`src/rtl/tt_sweep_pkg.sv`:
```
// Shared types and constants for the truth-table sweep controller.
package tt_sweep_pkg;

    localparam int IDX_W   = 3;
    localparam int NUM_VEC = 8;

    typedef enum logic [1:0] {
        ST_IDLE   = 2'd0,
        ST_SETTLE = 2'd1,
        ST_SAMPLE = 2'd2,
        ST_DONE   = 2'd3
    } state_t;

endpackage

```
`src/rtl/tt_sweep_ctrl_settle_timer.sv`:
```
// Settle countdown: load with SETTLE-1, count down while running, flag expiry at zero.
module tt_settle_timer #(
    parameter int SETTLE = 1
) (
    input  logic clk,
    input  logic rst_n,
    input  logic load,
    input  logic run,
    output logic expired
);
    localparam logic [3:0] LOAD_VAL = 4'(SETTLE - 1);

    logic [3:0] cnt_q;
    logic [3:0] cnt_d;

    always_comb begin
        cnt_d = cnt_q;
        if (load) begin
            cnt_d = LOAD_VAL;
        end else if (run && (cnt_q != 4'd0)) begin
            cnt_d = cnt_q - 4'd1;
        end
    end

    always_ff @(posedge clk or negedge rst_n) begin
        if (!rst_n) begin
            cnt_q <= 4'd0;
        end else begin
            cnt_q <= cnt_d;
        end
    end

    // Zero count marks the last settle cycle of the current vector.
    assign expired = (cnt_q == 4'd0);

endmodule

```
`src/rtl/tt_sweep_ctrl.sv`:
```
// Truth-table sweep controller for a 3-input combinational unit.
// Optional mismatch counter enabled by defining TT_SWEEP_ERRCNT_EN.
module tt_sweep_ctrl
    import tt_sweep_pkg::*;
#(
    parameter int SETTLE = 1
) (
    input  logic       clk,
    input  logic       rst_n,
    input  logic       start,
    input  logic       abort,
    input  logic [7:0] expected,
    input  logic       dut_y,
    output logic       dut_a,
    output logic       dut_b,
    output logic       dut_c,
    output logic       busy,
    output logic       done,
    output logic       pass,
    output logic [7:0] sig,
    output logic [3:0] err_cnt
);
    state_t           state_q, state_d;
    logic [IDX_W-1:0] idx_q, idx_d;
    logic [7:0]       exp_q, exp_d;
    logic [7:0]       sig_q, sig_d;
    logic             pass_q, pass_d;
    logic             done_q, done_d;
    logic             busy_q, busy_d;
    logic [2:0]       abc_q, abc_d;
    logic             timer_load;
    logic             timer_expired;
`ifdef TT_SWEEP_ERRCNT_EN
    logic [3:0]       err_q, err_d;
`endif

    tt_settle_timer #(.SETTLE(SETTLE)) u_timer (
        .clk     (clk),
        .rst_n   (rst_n),
        .load    (timer_load),
        .run     (state_q == ST_SETTLE),
        .expired (timer_expired)
    );

    always_comb begin
        state_d    = state_q;
        idx_d      = idx_q;
        exp_d      = exp_q;
        sig_d      = sig_q;
        pass_d     = pass_q;
        timer_load = 1'b0;
`ifdef TT_SWEEP_ERRCNT_EN
        err_d      = err_q;
`endif
        case (state_q)
            ST_IDLE: begin
                // Abort wins over a simultaneous start.
                if (start && !abort) begin
                    state_d    = ST_SETTLE;
                    exp_d      = expected;
                    sig_d      = 8'h00;
                    pass_d     = 1'b0;
                    idx_d      = '0;
                    timer_load = 1'b1;
`ifdef TT_SWEEP_ERRCNT_EN
                    err_d      = 4'd0;
`endif
                end
            end
            ST_SETTLE: begin
                if (abort) begin
                    state_d = ST_IDLE;
                    pass_d  = 1'b0;
                end else if (timer_expired) begin
                    state_d = ST_SAMPLE;
                end
            end
            ST_SAMPLE: begin
                if (abort) begin
                    state_d = ST_IDLE;
                    pass_d  = 1'b0;
                end else begin
                    sig_d[idx_q] = dut_y;
`ifdef TT_SWEEP_ERRCNT_EN
                    if ((dut_y != exp_q[idx_q]) && (err_q != 4'd8)) begin
                        err_d = err_q + 4'd1;
                    end
`endif
                    if (idx_q == IDX_W'(NUM_VEC - 1)) begin
                        state_d = ST_DONE;
                        pass_d  = (sig_d == exp_q);
                    end else begin
                        state_d    = ST_SETTLE;
                        idx_d      = idx_q + 1'b1;
                        timer_load = 1'b1;
                    end
                end
            end
            default: begin
                state_d = ST_IDLE;
            end
        endcase

        // Outputs are registered from the next-state view so they line up with the state.
        busy_d = (state_d == ST_SETTLE) || (state_d == ST_SAMPLE);
        done_d = (state_d == ST_DONE);
        abc_d  = busy_d ? idx_d : 3'b000;
    end

    always_ff @(posedge clk or negedge rst_n) begin
        if (!rst_n) begin
            state_q <= ST_IDLE;
            idx_q   <= '0;
            exp_q   <= 8'h00;
            sig_q   <= 8'h00;
            pass_q  <= 1'b0;
            done_q  <= 1'b0;
            busy_q  <= 1'b0;
            abc_q   <= 3'b000;
`ifdef TT_SWEEP_ERRCNT_EN
            err_q   <= 4'd0;
`endif
        end else begin
            state_q <= state_d;
            idx_q   <= idx_d;
            exp_q   <= exp_d;
            sig_q   <= sig_d;
            pass_q  <= pass_d;
            done_q  <= done_d;
            busy_q  <= busy_d;
            abc_q   <= abc_d;
`ifdef TT_SWEEP_ERRCNT_EN
            err_q   <= err_d;
`endif
        end
    end

    assign {dut_a, dut_b, dut_c} = abc_q;
    assign busy = busy_q;
    assign done = done_q;
    assign pass = pass_q;
    assign sig  = sig_q;
`ifdef TT_SWEEP_ERRCNT_EN
    assign err_cnt = err_q;
`else
    assign err_cnt = 4'd0;
`endif

endmodule

```
`config.mk`:
```
export PLATFORM = sky130hd
export DESIGN_NAME = tt_sweep_ctrl
export DESIGN_NICKNAME = d
export VERILOG_FILES = /design/src/rtl/tt_sweep_pkg.sv /design/src/rtl/tt_sweep_ctrl_settle_timer.sv /design/src/rtl/tt_sweep_ctrl.sv
export SDC_FILE = /design/constraint.sdc
export NUM_CORES = 1
export LEC_CHECK = 0
export CAP_MARGIN = 10
export CORE_ASPECT_RATIO = 1.4
export CORE_MARGIN = 2
export CORE_UTILIZATION = 43
export CTS_CLUSTER_SIZE = 30
export DETAILED_ROUTE_END_ITERATION = 8
export PLACE_DENSITY = 0.7
export SYNTH_ARGS = -nofsm -noshare
export SYNTH_HDL_FRONTEND = slang
export SYNTH_SLANG_ARGS = --single-unit
```
`constraint.sdc`:
```
create_clock -name clk -period 1.74 [get_ports clk]
set_input_delay 0.174 -clock clk [delete_from_list [all_inputs] [get_ports clk]]
set_output_delay 0.174 -clock clk [all_outputs]
set_load 0.02 [all_outputs]
```
==> results of run 1 <==
## placed cells by master, fill, tap and decap left out, types with 2 or more instances in the layout
cell	count
nand2_1	36
dfrtp_1	28
clkdlybuf4s50_1	26
buf_4	26
inv_1	11
nand3_1	9
a21oi_1	9
nor2_1	8
mux2i_1	8
nand3b_1	7
o22ai_1	7
o21ai_0	5
clkbuf_8	5
conb_1	4
and2_1	3
dfrtp_2	3
nor3b_4	2
nor2b_1	2
nand4b_1	2
xor2_1	2
a211oi_1	2
xnor2_1	2
or3b_4	2
nor3b_1	2
ha_1	2
clkbuf_1	2
## where the power goes
group	switching, mW	total [mW]	internal [mW]
registers	0.140	1.01	0.868
clock network	0.247	0.527	0.280
logic	0.402	0.825	0.423
## per-stage QoR
| stage | instances | TNS (ps) | power [mW] | util (%) | hold slack, ps |
|---|---|---|---|---|---|
| final | 278 | 0 | 2.36 | 58.6 | 286 |
| after global routing | 278 | -88.7 | 2.54 | 58.6 | 345 |
| after CTS | 276 | 0 | 2.33 | 57.4 | 301 |
| after detailed placement | 268 | -321 | 1.79 | 55.0 | 505 |
| after global placement | 268 | -262 | 1.77 | 55.0 | 496 |
| after floorplan | 187 | 0 | 1.48 | - | -122 |
## cell type report
type	count	area [sq um]
fillers	332	1610
multi-input cells	133	863
flip-flops and latches	31	779
repair buffers	52	455
clock buffers	7	76.3
well taps	43	53.8
inverters	11	41.3
clock inverters	1	5.00
## worst paths after layout
kind,start,to,slack (ps),cells past startpoint
max,idx_q[1],pass,50,5
min,rst_n,state_q[0],290,2
max in group asynchronous,rst_n,idx_q[1],1140,2
min in group clk,expected[2],exp_q[2],440,3
min reg2reg,exp_q[3],exp_q[3],530,2
max reg2reg,idx_q[1],pass,50,5
## cells by family (layout without fill, tap and decap cells)
kind of cell,count (synthesis),in the layout,synth area share [%]
simple gates,83,83,27.2
mux,8,8,4.69
compound gates,30,30,10.5
flops,31,31,45.4
other cells,1,4,0.220
xor+xnor,4,4,2.05
fa+ha+maj,4,4,2.93
buf+inv,23,71,6.96
## sequential cells by signal (all words and copies together) (netlist names)
name,count
state_q,2
done,1
abc_q,3
exp_q,8
idx_q,3
pass,1
sig,8
busy,1
u_timer.cnt_q,4
## repair_timing
action / 4_1_cts / 5_1_grt
buffers inserted: 0 / 2
gates resized for setup: 4 / 7
gates cloned: 0 / 0
pin swaps: 0 / 2
endpoints found under the setup margin: 4 / 5
## metal layers
| metal | wire, um | vias to the layer above | part of all wire, % |
|---|---|---|---|
| li1 | - | 730 | - |
| met1 | 1680 | 687 | 46 |
| met2 | 1870 | 21 | 51 |
| met3 | 93 | 4 | 2.5 |
| met4 | 36 | 0 | 0.98 |
| met5 | 0 | - | 0 |
## worst register-to-register path, delay by kind of cell, from the launching register on
| kind | cells | cell delay (ps) |
|---|---|---|
| AO/OA/AOI/OAI | 3 | 590 |
| flip-flops | 1 | 460 |
| multiplexers | 1 | 140 |
| AND/OR/NAND/NOR | 1 | 440 |
==> results.tsv, run 1 <==
stage	metric	value	unit
global_route	use_met2	30.3	%
clock_network	path_clk_slew	70	ps
floorplanning	die_h	78.6	um
route	via_count	1442	
route	drc_errors	0	
floorplanning	std_cell_rows	27	
synth	async_flop_share	100	%
sta	rsz0062_at_grt	yes	
floorplanning	num_io_pins	31	
global_route	antenna_found_initial	0	
sta	finalMaxSlewViolations	0	
global_route	grt_pass1_vias	1429	
synth	syn_avg_cell_area	9.28	sq um
synth	synth_top_area_cell	dfrtp_1	
floorplanning	die_x	57.3	um
setup_path	cp_data_required_time	1950	ps
setup_path	worstSetupPathType	reg2reg	
synth	synth-edff-count	0	
power_and_ir_drop	p_leak	1.06	nW
setup_path	critical-path-max-stage-delay	460	ps
flow_run	drv_cap	0	
floorplanning	die_area	4500	sq um
synth	ys_ff_latch	31	
place	pre_cts_ws	-159	ps
global_route	busiest_layer	met2	
sta	hold_viol_final	0	
route	wl	3680	um
route	first_iter_violations	35	
place	hpwl	2710	um
setup_path	cp_num_buf_inv	0	
run_status	run_status	complete, no violations	
clock_network	cts_inserted_buffers	5	
setup_path	crit_path_cell_trace	or3_1, mux2i_1, a22o_1, a211oi_1, a32o_1	
setup_path	cp-start-kind	flip-flop	
route	via_per_inst	5.19	
global_route	grt_max_degree	32	
clock_network	clock_path_buffers	2	
synth	yosys_warnings	0	
global_route	grt_util_met3	3.29	%
global_route	grt_use_met1	23.3	%
sta	finalSetupViolCount	0	
synth	synth.distinct_cells	41	
clock_network	cts.sinks	31	
floorplanning	initial_core_util	44.0	%
cells_and_area	fin_area	2270	sq um
sta	fin_skew	8.89	ps
sta	period_needed	1690	ps
cells_and_area	n_antenna_cell	0	
synth	seq_area_frac_synth	45.4	%
synth	postSynth.topFlopCell	dfrtp_1	
clock_network	insertion_delay	270	ps
place	placed_area	2140	sq um
synth	ys_top_cells_by_count	nand2_1, dfrtp_1, inv_1	
sta	layout_setup_ws	52.2	ps
power_and_ir_drop	power.density	1040	nW/um^2
setup_path	crit_fanout	9	
place	port_buffers	26	
clock_network	ctsHoldBuffers	0	
synth	synth_area_leaders	dfrtp_1, nand2_1, mux2i_1	
clock_network	cts-root-buf	clkbuf_8	
synth	netlist.area_leader.share	45.4	%
clock_network	tritoncts	built	
hold_path	worstHoldPathType	in2async	
route	ant_nets	0	
route	dr.pass1.iters	4	
setup_path	worstPathArrival	1900	ps
setup_path	cpLargestDelayFamily	compound AO/OA/AOI/OAI gates	
route	wl_per_cell	13.2	um
sta	fmaxAchievable	0.592	GHz
power_and_ir_drop	ir_drop	0.904	mV
place	gp_congestion	0.830	
clock_network	htreeDepth	2	
setup_path	crit_slowest_cell	dfrtp_2	
cells_and_area	synthToLayoutAreaGrowth	33.2	%
setup_path	endpoint_kind	flip-flop	
global_route	track_usage	18.2	%
floorplanning	coreArea	3880	sq um
synth	synth_most_common_cell	nand2_1	
cells_and_area	nNetsFinal	251	
synth	syn_inst	184	
cells_and_area	drive_gt1_share	20.4	%
sta	post-route-period-util	97.0	%
global_route	gr-total-overflow	0	
global_route	grt_pass1_wl	6380	um
synth	syn_area	1710	sq um
No activity file was read; power rests on OpenSTA's default activity.
==> inputs of run 2 (changes only) <==
Settings changed: ABC_AREA set to 1, CORE_UTILIZATION 43 to 55, PLACE_DENSITY 0.7 to 0.83.
Clock period 1.74 ns to 2.19 ns, I/O delays scaled along.
==> run 2 against run 1 <==
Wire length fell by 3.8%. Synthesized cell count rose by 18%. Sequential share of layout area rose by 3.2 points. Final area fell by 9.0%. Die area fell by 22%. Critical path type unchanged. Critical endpoint is now abc_q[0].
==> results.tsv, run 2 <==
stage	metric	value	unit	change
setup_path	cp-start-kind	flip-flop		
flow_run	drv_cap	0		unchanged
setup_path	cp_data_required_time	2380	ps	+430 ps
floorplanning	die_h	69.3	um	-12%
setup_path	r2r_setup_slack	540	ps	+490 ps
floorplanning	coreArea	2880	sq um	-26%
global_route	gr-total-overflow	0		unchanged
synth	ys_ff_latch	31		unchanged
place	gp_congestion	0.909		+9.6%
cells_and_area	drive_gt1_share	6.40	%	-14 points
clock_network	htreeDepth	2		unchanged
route	first_iter_violations	39		+11%
global_route	antenna_found_initial	0		unchanged
power_and_ir_drop	p_leak	1.03	nW	-3.0%
floorplanning	num_io_pins	31		unchanged
place	port_buffers	26		unchanged
synth	async_flop_share	100	%	unchanged
clock_network	insertion_delay	290	ps	+20 ps
sta	period_needed	1650	ps	-36.3 ps
cells_and_area	fin_area	2070	sq um	-9.0%
sta	fmaxAchievable	0.606	GHz	+2.2%
setup_path	endpoint_kind	flip-flop		
synth	synth_top_area_cell	dfrtp_1		
floorplanning	die_x	50.6	um	-12%
setup_path	worstPathArrival	1840	ps	-60 ps
cells_and_area	final_cell_mix	nand2_1, inv_1, nand3_1		
clock_network	cts-root-buf	clkbuf_8		
global_route	track_usage	23.1	%	+4.9 points
synth	syn_avg_cell_area	7.69	sq um	-17%
synth	synth.distinct_cells	21		-49%
clock_network	tritoncts	built		
clock_network	postCtsSetupRepairBufs	0		unchanged
setup_path	worstSetupPathType	reg2reg		
setup_path	cp_num_buf_inv	0		unchanged
place	hpwl	2640	um	-2.5%
synth	syn_inst	218		+18%
synth	netlist.area_leader.share	46.3	%	+0.88 points
route	via_count	1515		+5.1%
place	pre_cts_ws	304	ps	+463 ps
setup_path	rr_startpoint	idx_q[2]		
clock_network	cts.sinks	31		unchanged
sta	fin_skew	7.74	ps	-1.15 ps
synth	syn_area	1680	sq um	-1.9%
cells_and_area	n_antenna_cell	0		unchanged
sta	finalMaxSlewViolations	0		unchanged
route	ant_nets	0		unchanged
setup_path	cpLargestDelayFamily	flip-flops		
route	drc_errors	0		unchanged
route	wl	3540	um	-3.8%
synth	synth_most_common_cell	nand2_1		
clock_network	cts_inserted_buffers	5		unchanged
route	wl_per_cell	12.3	um	-6.8%
setup_path	critical-path-max-stage-delay	600	ps	+140 ps
synth	yosys_warnings	0		unchanged
sta	slew_headroom	66.1	%	
hold_path	worstHoldPathType	in2async		
cells_and_area	synthToLayoutAreaGrowth	23.6	%	
sta	hold_ws	307	ps	+21.2 ps
place	placed_area	1960	sq um	-8.4%
route	dr.pass1.iters	4		unchanged
sta	setup_tns	0	ps	unchanged
synth	postSynth.topFlopCell	dfrtp_1		
floorplanning	initial_core_util	58.2	%	+14 points
setup_path	crit_fanout	14		+5
cells_and_area	nNetsFinal	266		+6.0%
sta	hold_viol_final	0		unchanged
clock_network	postCtsResizedCells	0		-4
global_route	grt_pass1_wl	6120	um	-4.1%
setup_path	crit_path_cell_trace	nand2_1, o22ai_1, ha_1, and2_1		
sta	tightest_slew	508	ps	
global_route	grt_pass1_vias	1449		+1.4%
setup_path	crit_slowest_cell	dfrtp_1		
setup_path	crit_start	idx_q[2]		
cells_and_area	layout_commonest_cell	nand2_1		
floorplanning	die_area	3510	sq um	-22%
global_route	grt_max_degree	32		unchanged
synth	seq_area_frac_synth	46.3	%	+0.88 points
clock_network	ctsHoldBuffers	0		unchanged
sta	rsz0062_at_grt	no		
sta	finalSetupViolCount	0		unchanged
sta	layout_setup_ws	539	ps	+486 ps
power_and_ir_drop	power.density	961	nW/um^2	-7.4%
clock_network	path_clk_slew	70	ps	about the same
floorplanning	std_cell_rows	23		-15%
synth	synth-edff-count	0		unchanged
route	via_per_inst	5.28		+1.8%
run_status	run_status	complete, no violations		
sta	post-route-period-util	75.4	%	-22 points
synth	ys_top_cells_by_count	nand2_1, inv_1, nand3_1		
clock_network	clock_path_buffers	2		unchanged
power_and_ir_drop	ir_drop	1.00	mV	+11%
synth	synth_area_leaders	dfrtp_1, nand2_1, nand3_1		
[run 2: changes by cell type after synthesis, sizes merged, moves of 3 or more]
| cell | previous run | this run |
|---|---|---|
| mux2i | 8 | 0 |
| nor3b | 5 | 0 |
| nand4 | 1 | 9 |
| nand3b | 8 | 0 |
| nand2 | 36 | 54 |
| a21oi | 10 | 3 |
| nor2 | 8 | 13 |
| o21ai | 7 | 13 |
| nand3 | 9 | 34 |
| nor2b | 3 | 0 |
| inv | 11 | 35 |
[run 2: path summary, 6_finish.rpt]
| kind | end | cells after the start |
|---|---|---|
| setup / recovery | abc_q[0] | 4 |
| max in group asynchronous | sig[2] | 2 |
| hold reg to reg | exp_q[0] | 2 |
| hold / removal | exp_q[5] | 2 |
| min in group clk | exp_q[0] | 3 |
| setup reg to reg | abc_q[0] | 4 |
[run 2: logic make-up after synthesis]
kind of cell | synth area share, %
AO/OA/AOI/OAI | 7.84
XOR/XNOR | 0.523
adder cells (fa/ha/maj) | 2.99
buffers and inverters | 11.3
flip-flops | 46.3
other | 0.224
AND/OR/NAND/NOR | 30.8
[run 2: layer usage]
metal  wire length, um  global-route usage (%)
met4                84                    11.7
met2              1790                    38.3
met3               154                    6.68
met1              1520                    26.7
met5                 0                       0
[run 2: where the power goes]
part | total, mW | switching (mW) | internal [mW]
Sequential | 0.770 | 0.0726 | 0.698
Clock | 0.560 | 0.222 | 0.338
Combinational | 0.660 | 0.420 | 0.241
Total | 1.99 | 0.714 | 1.28
[run 2: per-stage QoR]
step	total power [mW]	util [%]	instances
6_report	1.99	72.0	287
5_1_grt	2.13	72.0	287
4_1_cts	2.00	72.0	287
3_5_place_dp	1.44	68.0	279
3_3_place_gp	1.42	68.0	279
2_1_floorplan	1.25	-	221
[run 2: final cells by class]
type / instances / area (sq um)
clock buffers: 5 / 68.8
clock inverters: 3 / 43.8
fillers: 248 / 807
inverters: 35 / 131
multi-input cells: 147 / 722
flip-flops and latches: 31 / 776
well taps: 37 / 46.3
repair buffers: 29 / 283
==> inputs of run 3 (changes only) <==
Settings changed: CORE_UTILIZATION 55 to 51, PLACE_DENSITY 0.83 to 0.78.
Clock period 2.19 ns to 1.6 ns, I/O delays scaled along.
==> run 3 against run 2 <==
Via count up 2.4%. Clock skew up 1.9 ps. Worst hold slack worse by 45 ps. Setup slack worse by 430 ps. Critical path type unchanged. Count of clock-buffer cells in the layout up 1. Cell count up 4.5%.
==> results.tsv, run 3 (synthesis gave the netlist of run 2 again) <==
stage	metric	value	unit	change
setup_path	crit_fanout	4		-10
cells_and_area	seq_area	776	sq um	unchanged
cells_and_area	nNetsFinal	277		+4.1%
sta	period_needed	1500	ps	-156 ps
route	wl_per_cell	12.2	um	-1.6%
sta	finalMaxSlewViolations	0		unchanged
flow_run	drv_cap	0		unchanged
floorplanning	coreArea	3120	sq um	+8.5%
power_and_ir_drop	ir_drop	1.04	mV	+3.9%
cells_and_area	final_cell_mix	nand2_1, inv_1, nand3_1		
power_and_ir_drop	p_total	2.86	mW	+43%
sta	fmaxAchievable	0.669	GHz	+10%
setup_path	cp-start-kind	flip-flop		
setup_path	endpoint_kind	flip-flop		
floorplanning	die_x	52.4	um	+3.5%
route	ant_nets	0		unchanged
setup_path	cp_num_buf_inv	0		unchanged
cells_and_area	drive_gt1_share	12.3	%	+5.9 points
global_route	grt_pass1_vias	1464		+1.0%
floorplanning	die_area	3770	sq um	+7.3%
power_and_ir_drop	p_leak	1.09	nW	+6.0%
setup_path	r2r_setup_slack	100	ps	-430 ps
sta	hold_viol_final	0		unchanged
global_route	grt_max_degree	32		unchanged
floorplanning	num_io_pins	31		unchanged
place	gp_congestion	0.881		-3.0%
clock_network	cts_inserted_buffers	5		unchanged
setup_path	crit_path_cell_trace	ha_1, nand2_1, o22ai_1, ha_4, and2_1		
sta	finalSetupViolCount	0		unchanged
floorplanning	die_h	71.8	um	+3.6%
route	first_iter_violations	35		-10%
global_route	gr-total-overflow	0		unchanged
place	port_buffers	26		unchanged
cells_and_area	nFillCells	260		+4.8%
clock_network	postCtsSetupRepairBufs	0		unchanged
setup_path	worstSetupPathType	reg2reg		
sta	post-route-period-util	93.5	%	+18 points
global_route	track_usage	22.2	%	-0.97 points
place	hpwl	2760	um	+4.4%
clock_network	htreeDepth	2		unchanged
global_route	antenna_found_initial	0		unchanged
setup_path	crit_slowest_cell	dfrtp_1		
floorplanning	std_cell_rows	24		+4.3%
cells_and_area	layout_commonest_cell	nand2_1		
route	drc_errors	0		unchanged
sta	rsz0062_at_grt	no		
sta	hold_ws	263	ps	-44.6 ps
clock_network	cts-root-buf	clkbuf_8		
run_status	run_status	complete, no violations		
setup_path	worstPathArrival	1670	ps	-170 ps
clock_network	cts.sinks	31		unchanged
setup_path	reg2reg_depth	5		+1
clock_network	clock_path_buffers	2		unchanged
setup_path	reg2reg_to	abc_q[0]		
clock_network	insertion_delay	290	ps	about the same
floorplanning	initial_core_util	53.6	%	-4.6 points
route	via_per_inst	5.17		-2.1%
clock_network	tritoncts	built		
clock_network	postCtsResizedCells	0		unchanged
cells_and_area	synthToLayoutAreaGrowth	31.4	%	
place	placed_area	2060	sq um	+5.0%
clock_network	ctsHoldBuffers	0		unchanged
setup_path	critical-path-max-stage-delay	410	ps	-190 ps
power_and_ir_drop	power.density	1300	nW/um^2	+35%
route	via_count	1551		+2.4%
route	dr.pass1.iters	4		unchanged
setup_path	rr_startpoint	idx_q[1]		
cells_and_area	multi_input_area	749	sq um	+3.8%
route	wl	3650	um	+2.9%
cells_and_area	fin_area	2200	sq um	+6.3%
setup_path	cpLargestDelayFamily	adder cells		
setup_path	cp_data_required_time	1770	ps	-610 ps
sta	fin_skew	9.67	ps	+1.94 ps
hold_path	worstHoldPathType	in2async		
global_route	grt_pass1_wl	6240	um	+1.9%
clock_network	path_clk_slew	70	ps	about the same
cells_and_area	n_antenna_cell	0		unchanged
-- run 3: area by class of cell --
| type | instances | area share (%) |
|---|---|---|
| clock buffers | 6 | 3.75 |
| well taps | 39 | 2.22 |
| flip-flops and latches | 31 | 35.2 |
| inverters | 35 | 5.97 |
| clock inverters | 2 | 1.59 |
| repair buffers | 40 | 17.2 |
| multi-input cells | 147 | 34.1 |
-- run 3: metal layers --
| metal | vias to the layer above | track usage, % | wire length [um] |
|---|---|---|---|
| met4 | 0 | 8.55 | 67 |
| met1 | 714 | 25.5 | 1490 |
| met5 | - | 0 | 0 |
| met3 | 8 | 5.63 | 153 |
| met2 | 41 | 38.5 | 1930 |
| li1 | 788 | - | - |
-- run 3: per-stage QoR --
stage | setup WS [ps] | setup TNS, ps | utilization, % | cells
after global placement | -91.1 | -206 | 65.8 | 292
after floorplan | 157 | 0 | - | 221
after CTS | 32.2 | 0 | 69.6 | 300
after global routing | 13.1 | 0 | 70.5 | 300
after detailed placement | -209 | -555 | 65.8 | 292
final | 104 | 0 | 70.5 | 300
-- run 3: report_power, final --
group	leakage [nW]	internal, mW	switching [mW]	total [mW]
Combinational	0.614	0.401	0.603	1.00
Clock	0.0612	0.503	0.292	0.795
Sequential	0.412	0.955	0.101	1.06
Total	1.09	1.86	0.996	2.86
-- run 3: worst max-delay path by stage --
| stage | from | end | slack (ps) | cells after the start |
|---|---|---|---|---|
| 5_1_grt | idx_q[1] | pass | 10 | 8 |
| 2_1_floorplan | idx_q[0] | abc_q[2] | 160 | 6 |
| 3_5_place_dp | abort | abc_q[2] | -210 | 9 |
| 3_3_place_gp | abort | abc_q[2] | -90 | 9 |
| 6_report | idx_q[1] | abc_q[0] | 100 | 5 |
| 4_1_cts | u_timer.cnt_q[1] | abc_q[2] | 30 | 8 |
